===== config.mk =====
export PLATFORM = sky130hd
export DESIGN_NAME = pipe_shifter
export DESIGN_NICKNAME = d
export VERILOG_FILES = /design/src/rtl/shifter_pkg.sv /design/src/rtl/shift_stage.sv /design/src/rtl/pipe_shifter.sv
export SDC_FILE = /design/constraint.sdc
export NUM_CORES = 1
export LEC_CHECK = 0
export BUFFER_PORTS_ARGS = -buffer_cell sky130_fd_sc_hd__buf_2
export CORE_MARGIN = 1.5
export CORE_UTILIZATION = 60
export CTS_CLUSTER_SIZE = 24
export DETAILED_ROUTE_END_ITERATION = 10
export PLACE_DENSITY = 0.8
export SETUP_SLACK_MARGIN = 0.2
export SYNTH_ARGS = -nofsm -noshare
export SYNTH_HDL_FRONTEND = slang
export SYNTH_HIERARCHICAL = 1
export SYNTH_SLANG_ARGS = --single-unit

===== constraint.sdc =====
create_clock -name clk -period 4.2 [get_ports clk]
set_clock_uncertainty 0.2 [all_clocks]
set_input_delay 0.42 -clock clk [delete_from_list [all_inputs] [get_ports clk]]
set_output_delay 0.42 -clock clk [all_outputs]
set_load 0.02 [all_outputs]

===== src/rtl/shifter_pkg.sv =====
// Shared mode codes and decode helpers for the pipelined barrel shifter.
package shifter_pkg;

  localparam int MODE_W = 3;

  typedef enum logic [MODE_W-1:0] {
    M_SLL = 3'b000,
    M_SRL = 3'b001,
    M_SRA = 3'b010,
    M_ROL = 3'b011,
    M_ROR = 3'b100
  } mode_e;

  // Left-going ops run through the right-shift datapath bit-reversed.
  function automatic logic is_left(input logic [MODE_W-1:0] m);
    return (m == M_SLL) || (m == M_ROL);
  endfunction

  function automatic logic is_rsvd(input logic [MODE_W-1:0] m);
    return m > M_ROR;
  endfunction

endpackage


===== src/rtl/shift_stage.sv =====
// One registered right-shift stage: shifts by DIST when its amount bit is set,
// holds all state while en is low.
module shift_stage
  import shifter_pkg::*;
#(
  parameter int WIDTH = 32,
  parameter int DIST  = 1
) (
  input  logic                       clk,
  input  logic                       reset,
  input  logic                       en,
  input  logic                       in_valid,
  input  logic [WIDTH-1:0]           in_data,
  input  logic [$clog2(WIDTH)-1:0]   in_amt,
  input  logic [MODE_W-1:0]          in_mode,
  input  logic                       in_sign,
  output logic                       out_valid,
  output logic [WIDTH-1:0]           out_data,
  output logic [$clog2(WIDTH)-1:0]   out_amt,
  output logic [MODE_W-1:0]          out_mode,
  output logic                       out_sign
);

  localparam int BIT = $clog2(DIST);

  logic [WIDTH-1:0] nxt;

  always_comb begin
    nxt = in_data;
    if (in_amt[BIT]) begin
      case (mode_e'(in_mode))
        M_SRA:        nxt = {{DIST{in_sign}}, in_data[WIDTH-1:DIST]};
        M_ROL, M_ROR: nxt = {in_data[DIST-1:0], in_data[WIDTH-1:DIST]};
        default:      nxt = {{DIST{1'b0}}, in_data[WIDTH-1:DIST]};
      endcase
    end
  end

  always_ff @(posedge clk) begin
    if (reset) begin
      out_valid <= 1'b0;
      out_data  <= '0;
      out_amt   <= '0;
      out_mode  <= M_SLL;
      out_sign  <= 1'b0;
    end else if (en) begin
      out_valid <= in_valid;
      out_data  <= nxt;
      out_amt   <= in_amt;
      out_mode  <= in_mode;
      out_sign  <= in_sign;
    end
  end

endmodule


===== src/rtl/pipe_shifter.sv =====
// SHW-stage pipelined shifter/rotator with valid/ready handshake and a
// global stall when the output is held.
module pipe_shifter
  import shifter_pkg::*;
#(
  parameter int WIDTH = 32,
  parameter int SHW   = $clog2(WIDTH)
) (
  input  logic               clk,
  input  logic               reset,
  input  logic               in_valid,
  output logic               in_ready,
  input  logic [WIDTH-1:0]   in_data,
  input  logic [SHW-1:0]     in_amt,
  input  logic [MODE_W-1:0]  in_mode,
  output logic               out_valid,
  input  logic               out_ready,
  output logic [WIDTH-1:0]   out_data,
  output logic               out_err
);

  logic                        stall;
  logic [SHW:0]                vld_pipe;
  logic [SHW:0][WIDTH-1:0]     dat_pipe;
  logic [SHW:0][SHW-1:0]       amt_pipe;
  logic [SHW:0][MODE_W-1:0]    mode_pipe;
  logic [SHW:0]                sgn_pipe;
  logic [WIDTH-1:0]            rev_in;
  logic [WIDTH-1:0]            rev_out;

  assign stall    = vld_pipe[SHW] && !out_ready;
  assign in_ready = !stall;

  for (genvar i = 0; i < WIDTH; i++) begin : g_rev
    assign rev_in[i]  = in_data[WIDTH-1-i];
    assign rev_out[i] = dat_pipe[SHW][WIDTH-1-i];
  end

  // Reserved modes pass data through untouched, so their amount is dropped.
  assign vld_pipe[0]  = in_valid;
  assign dat_pipe[0]  = is_left(in_mode) ? rev_in : in_data;
  assign amt_pipe[0]  = is_rsvd(in_mode) ? '0 : in_amt;
  assign mode_pipe[0] = in_mode;
  assign sgn_pipe[0]  = in_data[WIDTH-1];

  for (genvar k = 0; k < SHW; k++) begin : g_stage
    shift_stage #(.WIDTH(WIDTH), .DIST(1 << k)) u_stage (
      .clk       (clk),
      .reset     (reset),
      .en        (!stall),
      .in_valid  (vld_pipe[k]),
      .in_data   (dat_pipe[k]),
      .in_amt    (amt_pipe[k]),
      .in_mode   (mode_pipe[k]),
      .in_sign   (sgn_pipe[k]),
      .out_valid (vld_pipe[k+1]),
      .out_data  (dat_pipe[k+1]),
      .out_amt   (amt_pipe[k+1]),
      .out_mode  (mode_pipe[k+1]),
      .out_sign  (sgn_pipe[k+1])
    );
  end

  assign out_valid = vld_pipe[SHW];
  assign out_data  = is_left(mode_pipe[SHW]) ? rev_out : dat_pipe[SHW];
  assign out_err   = is_rsvd(mode_pipe[SHW]);

endmodule


Word level (Yosys, flattened, before mapping)
Cells that the tools add are included.

word-level totals
  register bits after elaboration = 204
  input port bits = 44
  word-level logic and storage cells = 66
  output and inout bits = 35

cells by class
  equal/unequal tests = 16
  $lt $le $gt $ge = 2
  multiplexer cells = 13
  reductions and logical operators = 12

operators by type and width
  cell                  number
  $pmux W32 S2          5
  $mux W32              7
  $eq A3 B2 Y1 const B  11
  $eq A3 B3 Y1 const B  5
  $reduce_or A2 Y1      5
  $gt A3 B3 Y1 const B  2
  $logic_not A3 Y1      2
  $mux W5               1
  $logic_not A1 Y1      2
  $logic_or A1 B1 Y1    2
  $logic_and A1 B1 Y1   1

Logic depth before layout (Yosys ltp)
Gate-level depths: netlist of run 1.

  depth in word-level cells = 5
  mapped depth = 7

By module
Netlist of run 1, hierarchy kept.

modules (own cells, without submodules)
  module                             seq. area each (um^2)  cells an instance  instances  area an instance (um^2)
  shift_stage at g_stage[4].u_stage  840.8                  219                1          2053.2
  shift_stage at g_stage[3].u_stage  840.8                  198                1          1925.6
  shift_stage at g_stage[2].u_stage  840.8                  185                1          1851.8
  shift_stage at g_stage[1].u_stage  840.8                  181                1          1836.8
  shift_stage at g_stage[0].u_stage  840.8                  182                1          1825.5
  pipe_shifter                       0.0                    82                 1          1103.6

Worst setup path after synthesis of run 1
OpenSTA, ideal clock, no wires.

  kind = in2reg
  from = in out_ready
  to = reg g_stage[3].u_stage.out_data[10]
  slack = 2.128 ns
  required time = 3.914 ns
  cell stages on the path = 5
  data arrival time = 1.786 ns
  cells stage by stage = nand2b_1 -> buf_2 -> clkbuf_1 -> nor2_1 -> a211oi_1

on the way
  word-level cells in the longest chain between the ends = 2

RTL lines
  what                  line                RTL
  start, declared       pipe_shifter.sv:17  input logic out_ready,
  $logic_not A1 Y1      pipe_shifter.sv:31  assign stall = vld_pipe[SHW] && !out_ready;
  $logic_and A1 B1 Y1   pipe_shifter.sv:31
  end signal, assigned  shift_stage.sv:48   out_data <= nxt;
  end, declared         shift_stage.sv:18   output logic [WIDTH-1:0] out_data,

Every way passes these cells.
A chain may end at the register's enable or synchronous reset.

Worst setup path after layout of run 1
  from = reg g_stage[4].u_stage.out_mode[0]
  to = out out_data[22]

on the way
  word-level cells in the longest chain between the ends = 3

RTL lines
  what                                              line                RTL
  start, declared                                   shift_stage.sv:20   output logic [MODE_W-1:0] out_mode,
  start signal, assigned                            shift_stage.sv:50   out_mode <= in_mode;
  $eq A3 B2 Y1 or $logic_not A3 Y1 (tied branches)  shifter_pkg.sv:16   return (m == M_SLL) || (m == M_ROL);
  $logic_or A1 B1 Y1 (*)                            shifter_pkg.sv:16
  $mux W32 (*)                                      pipe_shifter.sv:65  assign out_data = is_left(mode_pipe[SHW]) ? rev_out : dat_pipe[SHW];
  end, declared                                     pipe_shifter.sv:18  output logic [WIDTH-1:0] out_data,

Mark *: on every way between the ends. The rest lies on a longest branch, timed or not.

==> results_dict.tcl, run 1 <==
set metrics [dict create \
    synth_area_per_cell_sq_um 10.1 \
    drcViolationCount 0 \
    htreeDepth 4 \
    wl_per_cell_microns 16.0 \
    drv_cap 0 \
    wl_mm 19.9 \
    post-route-period-util_pct 72.1 \
    max_slew.worst_pin.slew_ns 1.17 \
    finalMaxSlewViolations 0 \
    clock-root-buffer "clkbuf_16" \
    synth_area_sq_um 10100 \
    clock_sinks 194 \
    gp_congestion 0.798 \
    required_ns 3.58 \
    final_layout_size_suffix_gt1_share_pct 21.3 \
    vias 7198 \
    finalNetCount 1052 \
    setup_violations 0 \
    path_max_fanout 32 \
    start_util_pct 61.1 \
    cts_tree "yes" \
    core_sq_um 16500 \
    ant_nets 0 \
    cp_data_arrival_time_ns 2.41 \
    hpwl_mm 13.4 \
    antenna_found_initial 0 \
    layout_min_cycle_time_ns 3.03 \
    gr-usage-all-layers_pct 22.3 \
    grt_pass1_wl_mm 32.1 \
    fmax_ghz 0.330 \
    io_pins 79 \
    hold_buffers 0 \
    grt_max_degree 156 \
    ctsResizeCount 0 \
    post_cts_buffers 0 \
    p_leak_nw 4.39 \
    syn2layout_area_growth_pct 7.58 \
    chipHeight_microns 133 \
    status "finished, final reports clean" \
    portBuffers 78 \
    avgViaCountPerCell 5.80 \
    fp-row-count 47 \
    dieArea_sq_um 17600 \
    antenna_cells 0 \
    clk_latency_ns 0.43 \
    syn-instance-count 999 \
    drtIter0Drc 535 \
    final_cell_mix "dfxtp_1 (193), nor2_1 (165), mux2i_1 (163)" \
    power_density_nw_per_um2 389 \
    cts_buffer_depth 2 \
    rsz0062_at_grt "no" \
    syn_nets 1043 \
    ir_drop_v 0.000315 \
    finalHoldViolations 0 \
    tns_ns 0 \
    clk_pin_slew_ns 0.07 \
    ys_warn_count 6 \
    final_core_util_pct 65.8 \
    crit_path_end_kind "output port" \
    slew_headroom_pct 21.7 \
    gr-total-overflow 0 \
    worstSetupStartpointType "flop" \
    hold_class "in -> reg" \
    grt_pass1_vias 6489 \
    layout_commonest_cell "dfxtp_1" \
    die_w_microns 133 \
    first_pass_iters 5 \
    cts_buffers 17 \
    worst-setup-path-type "reg -> out" \
]
[report_power, final]
| group | internal [W] | switching [W] | total [W] |
|---|---|---|---|
| clock | 0.00109 | 0.000699 | 0.00179 |
| combinational | 0.000202 | 0.000181 | 0.000383 |
| sequential | 0.00193 | 0.000100 | 0.00204 |
[path summary, 6_finish.rpt]
path / start / endpoint / slack (ns) / cells after the start
max: g_stage[4].u_stage/out_mode[0]$_SDFFE_PP0P_ / out_data[22] / 1.17 / 4
max reg2reg: g_stage[4].u_stage/out_valid$_SDFFE_PP0P_ / g_stage[4].u_stage/out_data[29]$_SDFFE_PP0P_ / 1.91 / 5
min: in_valid / g_stage[0].u_stage/out_valid$_SDFFE_PP0P_ / 0.02 / 3
min reg2reg: g_stage[3].u_stage/out_valid$_SDFFE_PP0P_ / g_stage[3].u_stage/out_valid$_SDFFE_PP0P_ / 0.30 / 2
[routing by layer]
| metal | global-route usage [%] | share of wire [%] | up-vias |
|---|---|---|---|
| met3 | 3.79 | 3.7 | 29 |
| met5 | 0 | 0 | - |
| met1 | 29.5 | 47 | 3300 |
| li1 | - | - | 3697 |
| met2 | 36.7 | 47 | 172 |
| met4 | 8.24 | 2.0 | 0 |
[layout make-up]
class / instances / area [sq um]
repair buffers: 86 / 494
multi-input cells: 704 / 5500
flip-flops and latches: 194 / 3880
clock buffers: 20 / 457
clock inverters: 12 / 204
inverters: 5 / 18.8
fillers: 1320 / 5640
well taps: 220 / 275
[metrics by stage]
step / total power, W / cell area (sq um) / instances / setup WS, ns / hold WS [ns]
global placement: 0.00244 / 10200 / 1209 / 1.68 / 0.274
CTS: 0.00423 / 10800 / 1241 / 1.16 / 0.0104
finish: 0.00421 / 10800 / 1241 / 1.17 / 0.0202
global route: 0.00435 / 10800 / 1241 / 1.03 / 0.0190
detailed placement: 0.00246 / 10200 / 1209 / 1.62 / 0.281
floorplan: 0.00237 / 10100 / 999 / 2.13 / 0.255
[registers in the layout, indices dropped and copies added, names as in the netlist]
signal and cells:
g_stage.u_stage/out_mode 15, g_stage.u_stage/out_amt 10, g_stage.u_stage/out_sign 4, g_stage.u_stage/out_data 160, g_stage.u_stage/out_valid 5
[critical path, stage by stage (launching register included)]
cell	delay (ns)
dfxtp_1	0.33
xor2_1	0.19
nor2_4	0.85
mux2_2	0.42
buf_2	0.16
No activity file was read; power rests on OpenSTA's default activity.
==> inputs of run 2 (changes only) <==
--- a/config.mk
+++ b/config.mk
@@ -7,10 +7,10 @@
 export LEC_CHECK = 0
 export BUFFER_PORTS_ARGS = -buffer_cell sky130_fd_sc_hd__buf_2
 export CORE_MARGIN = 1.5
-export CORE_UTILIZATION = 60
+export CORE_UTILIZATION = 55
 export CTS_CLUSTER_SIZE = 24
 export DETAILED_ROUTE_END_ITERATION = 10
-export PLACE_DENSITY = 0.8
+export PLACE_DENSITY = 0.77
 export SETUP_SLACK_MARGIN = 0.2
 export SYNTH_ARGS = -nofsm -noshare
 export SYNTH_HDL_FRONTEND = slang
==> constraint.sdc (replaced) <==
create_clock -name clk -period 2.7 [get_ports clk]
set_clock_uncertainty 0.2 [all_clocks]
set_input_delay 0.27 -clock clk [delete_from_list [all_inputs] [get_ports clk]]
set_output_delay 0.27 -clock clk [all_outputs]
set_load 0.02 [all_outputs]
==> run 2 against run 1 <==
  * Non-clock buffer count is 22 higher
  * Design area rose by 1.8%
  * Final cell count grew 2.5%
  * Sequential share of layout area decreased by 0.64 points
  * Sequential power is 55% higher
  * Die area rose by 8.9%
  * Setup slack worse by 0.85 ns
  * Via count is 1.3% higher
  * Power up 49%
  * First-iteration DRC count down 26%
  * Critical path depth grew 1
  * Critical path type unchanged
  * Largest cell class unchanged
==> results_dict.tcl, run 2 (synthesized netlist as in run 1, its figures left out) <==
set metrics [dict create \
    status "finished, final reports clean" \
    cts_buffers 17 \
    fp-row-count 49 \
    gr-total-overflow 0 \
    post-route-period-util_pct 88.1 \
    path_max_fanout 32 \
    place_area_sq_um 10400 \
    setup_violations 0 \
    hpwl_mm 13.8 \
    portBuffers 78 \
    wl_per_cell_microns 15.5 \
    finalHoldViolations 0 \
    finalInstanceArea_sq_um 11000 \
    critPathMaxStageDelay_ns 0.38 \
    rsz0062_at_grt "no" \
    layout_commonest_cell "dfxtp_1" \
    max_slew.worst_pin.slew_ns 0.806 \
    htreeDepth 4 \
    layout_min_cycle_time_ns 2.38 \
    drcViolationCount 0 \
    worst-setup-path-type "reg -> out" \
    core_sq_um 18000 \
    final_cell_mix "dfxtp_1 (193), nor2_1 (165), mux2i_1 (163)" \
    fmax_ghz 0.420 \
    antenna_found_initial 0 \
    final_layout_size_suffix_gt1_share_pct 22.0 \
    start_util_pct 56.0 \
    vias 7294 \
    cp-endpoint "out_data[22]" \
    regMostFlops "g_stage.u_stage/out_data" \
    cts_tree "yes" \
    crit_family "buffers and inverters" \
    drtIter0Drc 396 \
    path_cells "xor2_1 -> nor2_4 -> buf_6 -> mux2_2 -> buf_2" \
    worstRegToRegCells 3 \
    crit_slowest_cell "mux2_2" \
    gp_congestion 0.826 \
    die_w_microns 138 \
    num-fill-cells 1558 \
    worst-path-stages 5 \
    clock-root-buffer "clkbuf_16" \
    critPathBufInv 2 \
    reg2reg_from "g_stage[3].u_stage/out_mode[0]$_SDFFE_PP0P_" \
    ir_drop_v 0.000482 \
    clk_pin_slew_ns 0.07 \
    antenna_cells 0 \
    dieArea_sq_um 19100 \
    drv_cap 0 \
    r2r_slack_ns 0.60 \
    syn2layout_area_growth_pct 9.52 \
    reg2reg_to "g_stage[4].u_stage/out_data[31]$_SDFFE_PP0P_" \
    grt_max_degree 93 \
    wl_mm 19.8 \
    clk_latency_ns 0.43 \
    tns_ns 0 \
    cts_buffer_depth 2 \
    hold_class "in -> reg" \
    first_pass_iters 5 \
    finalNetCount 1074 \
    slew_headroom_pct 46.2 \
    ant_nets 0 \
    crit_path_end_kind "output port" \
    final_core_util_pct 61.4 \
    largest_registers "g_stage.u_stage/out_data: 160 flops, g_stage.u_stage/out_mode: 15 flops, g_stage.u_stage/out_amt: 10 flops" \
    io_pins 79 \
    grt_pass1_vias 6614 \
    critPathLaunch "g_stage[4].u_stage/out_mode[0]$_SDFFE_PP0P_" \
    p_leak_nw 4.49 \
    clock_sinks 194 \
    gr-usage-all-layers_pct 20.7 \
    cp_data_arrival_time_ns 1.91 \
    required_ns 2.23 \
    chipHeight_microns 138 \
    finalMaxSlewViolations 0 \
    avgViaCountPerCell 5.73 \
    worstSetupStartpointType "flop" \
    grt_pass1_wl_mm 32.7 \
    largest_register_ff_count 160 \
    power_density_nw_per_um2 568 \
]
## run 2: metal layers
| metal | global-route usage (%) | wire (microns) | vias to the layer above |
|---|---|---|---|
| met4 | 8.70 | 505 | 0 |
| met1 | 27.5 | 9540 | 3343 |
| met3 | 3.33 | 703 | 32 |
| li1 | - | - | 3728 |
| met2 | 33.3 | 9000 | 191 |
| met5 | 0 | 0 | - |
## run 2: how the worst min path moves through the flow
stage | end | cells past startpoint | from
after floorplan | g_stage[0].u_stage/out_valid$_SDFFE_PP0P_ | 2 | in_valid
after global placement | g_stage[1].u_stage/out_valid$_SDFFE_PP0P_ | 2 | g_stage[1].u_stage/out_valid$_SDFFE_PP0P_
after detailed placement | g_stage[3].u_stage/out_data[24]$_SDFFE_PP0P_ | 2 | g_stage[2].u_stage/out_data[24]$_SDFFE_PP0P_
after CTS | g_stage[0].u_stage/out_amt[4]$_SDFFE_PP0P_ | 4 | in_amt[4]
after global routing | g_stage[0].u_stage/out_amt[4]$_SDFFE_PP0P_ | 4 | in_amt[4]
final | g_stage[0].u_stage/out_amt[4]$_SDFFE_PP0P_ | 4 | in_amt[4]
## run 2: cell type report
| class | instances | area [sq um] | area share (%) |
|---|---|---|---|
| multi-input cells | 704 | 5500 | 49.8 |
| flip-flops and latches | 194 | 3880 | 35.2 |
| repair buffers | 108 | 758 | 6.88 |
| clock buffers | 21 | 450 | 4.09 |
| well taps | 229 | 287 | 2.60 |
| clock inverters | 11 | 130 | 1.18 |
| inverters | 5 | 18.8 | 0.170 |
## run 2: what timing repair did
action | in CTS | in global routing
buffers inserted | 0 | 0
hold endpoints to repair | 8 | 0
endpoints found under the setup margin | 2 | 0
hold buffers | 8 | 0
gates resized for setup | 1 | 0
## run 2: where the power goes
group          internal, W  switching (W)  leakage (nW)  total (W)
clock              0.00140        0.00109         0.270    0.00248
sequential         0.00301       0.000148          1.59    0.00316
combinational     0.000332       0.000292          2.64   0.000624
total              0.00474        0.00153          4.49    0.00626
## run 2: metrics by stage
step	hold slack, ns	setup WS (ns)	instances	power, W
after floorplan	0.217	0.693	999	0.00369
after global placement	0.272	0.658	1232	0.00382
after detailed placement	0.285	0.635	1232	0.00384
after CTS	0.0200	0.290	1272	0.00631
after global routing	0.0556	0.214	1272	0.00651
final	0.0245	0.321	1272	0.00626
## run 2: worst min-delay path: stages
cell     delay [ns]
buf_2          0.07
and2_1         0.13
mux2i_1        0.07
nor2_1         0.08
